<file path="src/rtl/gate_ctrl_pkg.sv">
// Shared constants, parser state encoding and frame check helper for the
// UART-driven gate PWM bank.
package gate_ctrl_pkg;

  localparam int DUTY_W = 8;
  localparam logic [7:0] SYNC_BYTE = 8'hA5;

  typedef enum logic [1:0] {
    ST_IDLE  = 2'd0,
    ST_CHAN  = 2'd1,
    ST_DUTY  = 2'd2,
    ST_CHECK = 2'd3
  } parser_state_e;

  function automatic logic [7:0] frame_check(input logic [7:0] chan,
                                             input logic [DUTY_W-1:0] duty);
    return chan ^ duty;
  endfunction

endpackage

</file>
<file path="src/rtl/pwm_cmd_parser.sv">
// Four-byte command frame parser: SYNC, channel, duty, check. Emits a
// registered commit strobe or error pulse one cycle after the check byte.
module pwm_cmd_parser
  import gate_ctrl_pkg::*;
#(
  parameter int CHANNELS = 4,
  parameter int TIMEOUT  = 1024
) (
  input  logic              clk,
  input  logic              rst_n,
  input  logic [7:0]        in_data,
  input  logic              in_valid,
  output logic              in_ready,
  output logic              commit,
  output logic [3:0]        commit_idx,
  output logic [DUTY_W-1:0] commit_duty,
  output logic              frame_err,
  output parser_state_e     state_o
);

  // Handshake: a byte moves when in_valid and in_ready are both high on a
  // rising edge; in_ready is low only while reset is held.
  localparam int TW = $clog2(TIMEOUT + 1);
  localparam logic [TW-1:0] TIMER_LAST = TW'(TIMEOUT - 1);
  localparam logic [7:0] CH_LIMIT = 8'(CHANNELS);

  parser_state_e     state_q, state_d;
  logic [7:0]        chan_q, chan_d;
  logic [DUTY_W-1:0] duty_q, duty_d;
  logic [TW-1:0]     timer_q, timer_d;
  logic              commit_q, commit_d;
  logic [3:0]        cidx_q, cidx_d;
  logic [DUTY_W-1:0] cduty_q, cduty_d;
  logic              err_q, err_d;
  logic              ready_q, ready_d;
  logic              hs;

  assign hs = in_valid && ready_q;

  always_comb begin
    state_d  = state_q;
    chan_d   = chan_q;
    duty_d   = duty_q;
    timer_d  = timer_q;
    commit_d = 1'b0;
    cidx_d   = cidx_q;
    cduty_d  = cduty_q;
    err_d    = 1'b0;
    ready_d  = 1'b1;

    case (state_q)
      ST_IDLE: begin
        timer_d = '0;
        if (hs && in_data == SYNC_BYTE) state_d = ST_CHAN;
      end
      ST_CHAN: begin
        if (hs) begin
          chan_d  = in_data;
          state_d = ST_DUTY;
        end
      end
      ST_DUTY: begin
        if (hs) begin
          duty_d  = in_data;
          state_d = ST_CHECK;
        end
      end
      ST_CHECK: begin
        if (hs) begin
          state_d = ST_IDLE;
          if (in_data == frame_check(chan_q, duty_q) && chan_q < CH_LIMIT) begin
            commit_d = 1'b1;
            cidx_d   = chan_q[3:0];
            cduty_d  = duty_q;
          end else begin
            err_d = 1'b1;
          end
        end
      end
      default: state_d = ST_IDLE;
    endcase

    // Mid-frame inactivity watchdog; a byte arriving on the expiry cycle wins.
    if (state_q != ST_IDLE) begin
      if (hs) begin
        timer_d = '0;
      end else if (timer_q == TIMER_LAST) begin
        timer_d = '0;
        state_d = ST_IDLE;
        err_d   = 1'b1;
      end else begin
        timer_d = timer_q + TW'(1);
      end
    end
  end

  always_ff @(posedge clk) begin
    if (!rst_n) begin
      state_q  <= ST_IDLE;
      chan_q   <= '0;
      duty_q   <= '0;
      timer_q  <= '0;
      commit_q <= 1'b0;
      cidx_q   <= '0;
      cduty_q  <= '0;
      err_q    <= 1'b0;
      ready_q  <= 1'b0;
    end else begin
      state_q  <= state_d;
      chan_q   <= chan_d;
      duty_q   <= duty_d;
      timer_q  <= timer_d;
      commit_q <= commit_d;
      cidx_q   <= cidx_d;
      cduty_q  <= cduty_d;
      err_q    <= err_d;
      ready_q  <= ready_d;
    end
  end

  assign in_ready    = ready_q;
  assign commit      = commit_q;
  assign commit_idx  = cidx_q;
  assign commit_duty = cduty_q;
  assign frame_err   = err_q;
  assign state_o     = state_q;

endmodule

</file>
<file path="src/rtl/gate_pwm_bank.sv">
// PWM bank: shared prescaled 8-bit counter, per-channel shadow duty that is
// only transferred to the active duty at counter wrap.
module gate_pwm_bank
  import gate_ctrl_pkg::*;
#(
  parameter int CHANNELS = 4,
  parameter int PRESCALE = 1,
  parameter int TIMEOUT  = 1024
) (
  input  logic                clk,
  input  logic                rst_n,
  input  logic [7:0]          in_data,
  input  logic                in_valid,
  output logic                in_ready,
  output logic [CHANNELS-1:0] pwm_out,
  output logic                frame_ok,
  output logic                frame_err,
  output logic [7:0]          err_count,
  output logic [1:0]          dbg_state
);

  localparam logic [15:0] PS_LAST = 16'(PRESCALE - 1);

  logic              commit;
  logic [3:0]        commit_idx;
  logic [DUTY_W-1:0] commit_duty;
  logic              parse_err;
  parser_state_e     parse_state;

  logic [15:0]                        presc_q, presc_d;
  logic [7:0]                         cnt_q, cnt_d;
  logic [CHANNELS-1:0][DUTY_W-1:0]    shadow_q, shadow_d;
  logic [CHANNELS-1:0][DUTY_W-1:0]    active_q, active_d;
  logic [7:0]                         err_cnt_q, err_cnt_d;
  logic                               step;
  logic                               wrap;

  pwm_cmd_parser #(
    .CHANNELS (CHANNELS),
    .TIMEOUT  (TIMEOUT)
  ) u_parser (
    .clk         (clk),
    .rst_n       (rst_n),
    .in_data     (in_data),
    .in_valid    (in_valid),
    .in_ready    (in_ready),
    .commit      (commit),
    .commit_idx  (commit_idx),
    .commit_duty (commit_duty),
    .frame_err   (parse_err),
    .state_o     (parse_state)
  );

  assign step = (presc_q == PS_LAST);
  assign wrap = step && (cnt_q == 8'hFF);

  always_comb begin
    presc_d   = step ? 16'd0 : presc_q + 16'd1;
    cnt_d     = cnt_q + {7'd0, step};
    // Active copy reads the pre-commit shadow, so a commit on the wrap
    // cycle waits a full period.
    active_d  = wrap ? shadow_q : active_q;
    shadow_d  = shadow_q;
    if (commit) begin
      for (int i = 0; i < CHANNELS; i++) begin
        if (commit_idx == 4'(i)) shadow_d[i] = commit_duty;
      end
    end
    err_cnt_d = err_cnt_q;
    if (parse_err && err_cnt_q != 8'hFF) err_cnt_d = err_cnt_q + 8'd1;
  end

  always_ff @(posedge clk) begin
    if (!rst_n) begin
      presc_q   <= '0;
      cnt_q     <= '0;
      shadow_q  <= '0;
      active_q  <= '0;
      err_cnt_q <= '0;
    end else begin
      presc_q   <= presc_d;
      cnt_q     <= cnt_d;
      shadow_q  <= shadow_d;
      active_q  <= active_d;
      err_cnt_q <= err_cnt_d;
    end
  end

  always_comb begin
    pwm_out = '0;
    for (int i = 0; i < CHANNELS; i++) pwm_out[i] = (cnt_q < active_q[i]);
  end

  assign frame_ok  = commit;
  assign frame_err = parse_err;
  assign err_count = err_cnt_q;
  assign dbg_state = parse_state;

endmodule
</file>
<file path="config.mk">
export PLATFORM = sky130hd
export DESIGN_NAME = gate_pwm_bank
export DESIGN_NICKNAME = d
export VERILOG_FILES = /design/src/rtl/gate_ctrl_pkg.sv /design/src/rtl/pwm_cmd_parser.sv /design/src/rtl/gate_pwm_bank.sv
export SDC_FILE = /design/constraint.sdc
export NUM_CORES = 1
export LEC_CHECK = 0
export ABC_AREA = 1
export BUFFER_PORTS_ARGS = -buffer_cell sky130_fd_sc_hd__buf_2
export CAP_MARGIN = 20
export CORE_ASPECT_RATIO = 1.25
export CORE_UTILIZATION = 30
export CTS_CLUSTER_SIZE = 28
export DETAILED_ROUTE_END_ITERATION = 10
export RECOVER_POWER = 100
export SLEW_MARGIN = 20
export SYNTH_ARGS = -nofsm -noshare
export SYNTH_HDL_FRONTEND = slang
export SYNTH_SLANG_ARGS = --single-unit
</file>
<file path="constraint.sdc">
create_clock -name clk -period 3.85 [get_ports clk]
set_input_delay 0.77 -clock clk [delete_from_list [all_inputs] [get_ports clk]]
set_output_delay 0.77 -clock clk [all_outputs]
set_load 0.05 [all_outputs]
</file>
==> results.rst <==
.. list-table::
   :header-rows: 1

   * - Metric
     - Value
   * - Slew @ Worst Pin
     - 1.53 ns
   * - Clock input transition at the sequential cells of the worst setup and hold paths
     - 0.06 ns
   * - Detailed-routing iteration count for the pre-antenna-repair pass
     - 5
   * - Run status
     - finished, violations left
   * - Max FO, Critical Path
     - 8
   * - Mux share of post-synthesis cell area
     - 0%
   * - Final std cells w/o fill
     - 1,174
   * - Count of nets left with antenna violations after detail routing
     - 0
   * - Port bufs
     - 27
   * - Starting Density
     - 30.7%
   * - Failing checks
     - max-capacitance violations, max-slew violations
   * - Final hold violations
     - 0
   * - Largest family of logic cells by synthesized area
     - simple AND/OR/NAND/NOR gates
   * - Clock tree from TritonCTS
     - built
   * - Critical path endpoint category
     - output pin
   * - Fraction of layout cells with a size suffix above 1
     - 9.27%
   * - Placed wire-length estimate
     - 9.83 mm
   * - Synth top area share
     - 42.2%
   * - Fraction of synthesized cell area in xor and xnor cells
     - 1.06%
   * - Mapped Cells
     - 858
   * - Inserted Clock Buffers
     - 17
   * - DRC violation count after routing
     - 0
   * - Max-slew violation total from the final report
     - 65
   * - Final setup violation count
     - 0
   * - Total standard cell area after synthesis
     - 6640 um^2
   * - Number of nets in the layout
     - 927
   * - Commonest non-fill, non-tap cell in the layout
     - sky130_fd_sc_hd__dfxtp_1
   * - CTS max path bufs
     - 2
   * - RSZ-0062 raised after global routing
     - false
   * - Adder-Cell Fraction of Synth Area
     - 6.41%
   * - Number of sinks handled by clock tree synthesis
     - 140
   * - Via count of the first global-routing pass
     - 4,791
   * - Total of flip-flops plus latches after synthesis
     - 140
   * - Share of the yosys chip area belonging to registers
     - 42.2%
   * - Worst setup SP type
     - register
   * - Clock insertion delay at the later pin of the skew report
     - 0.42 ns
   * - Number of levels in the clock H-tree
     - 4
   * - Die Outline Area
     - 22,700 um^2
   * - Synth top area cells
     - sky130_fd_sc_hd__dfxtp_1 (42%), sky130_fd_sc_hd__inv_1 (7.5%), sky130_fd_sc_hd__a21oi_1 (6.9%)
   * - Number of cells after detailed placement
     - 1,142
   * - CP required
     - 3.08 ns
   * - N_diodes
     - 0
   * - Number of max-cap violations
     - 1
   * - Final worst path period share
     - 77.9%
   * - Overall Global Routing Usage
     - 12.8%
   * - Highest clock rate
     - 333 MHz
   * - Most frequent cells in the layout
     - sky130_fd_sc_hd__dfxtp_1 (140), sky130_fd_sc_hd__inv_1 (133), sky130_fd_sc_hd__nand2_1 (121), sky130_fd_sc_hd__nor2_1 (109), sky130_fd_sc_hd__a21oi_1 (92)
   * - Number of hold buffers added after cts
     - 0
   * - Compound-gate portion of the synthesized area
     - 18.8%
   * - Area inside the core boundary
     - 21,600 um^2
   * - Count of instances resized after the clock tree is built
     - 0
   * - Count of standard-cell rows
     - 60
   * - Mean number of vias per cell
     - 4.54
   * - Last weighted congestion value of the routability-driven placer
     - 0.760
   * - Detailed-route via count
     - 5,330
   * - Antenna violations before repair
     - 0
   * - Post-CTS setup repair buffer count
     - 0
   * - Sum of negative setup slack
     - 0 ns
   * - Count of distinct cell types in the synthesized netlist
     - 34
   * - Worst min path class
     - register to register
   * - Total area of sequential cells
     - 2800 um^2
   * - Root buffer cell
     - sky130_fd_sc_hd__clkbuf_16
   * - Global-route wire length before repair
     - 22.9 mm
   * - Cell area power density
     - 421 nW/um^2
   * - Leading area contributor after synthesis
     - sky130_fd_sc_hd__dfxtp_1
   * - Mean instance size in the synthesized netlist
     - 7.73 um^2
   * - Share of synthesized cell area in and, or, nand and nor gates
     - 21.6%
   * - Die span in x
     - 135 um
   * - Number of filler instances in the final layout
     - 2,304
   * - Static leakage
     - 0.00290 uW
   * - Startpoint-to-endpoint class of the critical path
     - register to output pin
   * - Initial drt markers
     - 267
   * - Crit path time final
     - 3.00 ns
   * - Syn nets
     - 903
   * - Critical path data arrival time
     - 2.23 ns
   * - Maximum number of pins on one net before global-route repair
     - 69
   * - Relative slew slack
     - -1.68%
   * - Post-Route Hold Slack
     - 0.447 ns
   * - Total wire length after detailed routing
     - 14.0 mm
   * - Average detailed-routed wire length per instance
     - 11.9 um
   * - Total overflow reported by the global router
     - 0
   * - Worst vdd rail ir drop
     - 0.273 mV
   * - Layout overhead on the synthesized area
     - 12.4%
   * - Number of placed I/O pins
     - 28
   * - Yosys warning count
     - 0
   * - Area of the multi-input gates
     - 3090 um^2
   * - Max Clock Skew
     - 0.0113 ns
   * - Die height
     - 168 um
[critical path: stages, from the launching register on]
cell	delay [ns]
sky130_fd_sc_hd__dfxtp_1	0.53
sky130_fd_sc_hd__ha_1	0.29
sky130_fd_sc_hd__o21a_1	0.10
sky130_fd_sc_hd__o211ai_1	0.15
sky130_fd_sc_hd__nand2_1	0.07
sky130_fd_sc_hd__a21oi_1	0.16
sky130_fd_sc_hd__clkbuf_1	0.50
[per-stage QoR]
stage                     util (%)  setup WS, ns  power [uW]  cell area (um^2)
after floorplan                  -          1.33        1590              6640
after global placement        32.4          1.46        1620              7010
after detailed placement      32.4          1.44        1620              7010
after CTS                     35.0          1.04        3200              7570
after global routing          34.5         0.723        3260              7460
final                         34.5         0.850        3140              7460
[synthesized netlist by cell type (all sizes together)]
master  number
xnor2        5
nor2       116
o211ai       5
inv        135
a21oi       92
nand3       37
buf         13
o21ai       63
or2          2
clkbuf      14
a211oi      32
nor3b        5
dfxtp      140
and3         3
nor4         5
nor3        10
nand2      122
ha          34
nand4       17
o21a         4
a31oi        1
xor2         3
[worst paths after layout]
kind,start,endpoint,slack [ns],cells after the start
max,cnt_q[1]$_SDFF_PN0_,pwm_out[1],0.85,6
min,shadow_q[24]$_SDFFE_PN0P_,shadow_q[24]$_SDFFE_PN0P_,0.45,2
max reg2reg,cnt_q[4]$_SDFF_PN0_,active_q[16]$_SDFFE_PN0P_,0.95,6
min reg2reg,shadow_q[24]$_SDFFE_PN0P_,shadow_q[24]$_SDFFE_PN0P_,0.45,2
[power breakdown]
group	leakage (uW)	total, uW	internal [uW]	switching, uW
Clock	0.000272	1560	867	689
Combinational	0.00150	128	36.9	91.3
Sequential	0.00113	1460	1450	7.18
[registers in the layout, summed over array words and instances (netlist names)]
signal / flops
active_q: 32
cnt_q: 8
err_count: 8
presc_q: 16
shadow_q: 32
u_parser.chan_q: 8
u_parser.commit: 1
u_parser.commit_duty: 8
u_parser.commit_idx: 4
u_parser.duty_q: 8
u_parser.frame_err: 1
u_parser.in_ready: 1
u_parser.state_o: 2
u_parser.timer_q: 11
[routing by layer]
| layer | up-vias | share of wire, % | GRT usage [%] |
|---|---|---|---|
| met5 | - | 0 | 0 |
| met4 | 0 | 1.5 | 5.76 |
| met3 | 13 | 2.1 | 2.92 |
| met2 | 46 | 49 | 21.5 |
| met1 | 2395 | 48 | 15.3 |
| li1 | 2876 | - | - |
[cell families after synthesis]
logic type,after synthesis
flip-flops,140
buffers and inverters,162
adder cells (fa/ha/maj),34
AND/OR/NAND/NOR,317
AO/OA/AOI/OAI,197
XOR/XNOR,8
[cell type report]
cell class / instances / area share (%)
Clock buffer: 18 / 5.89
Clock inverter: 14 / 1.68
Inverter: 135 / 6.79
Multi-Input combinational cell: 556 / 41.4
Sequential cell: 140 / 37.6
Tap cell: 279 / 4.68
Timing Repair Buffer: 32 / 1.95
Note: power is estimated with default switching activity, not from simulation.
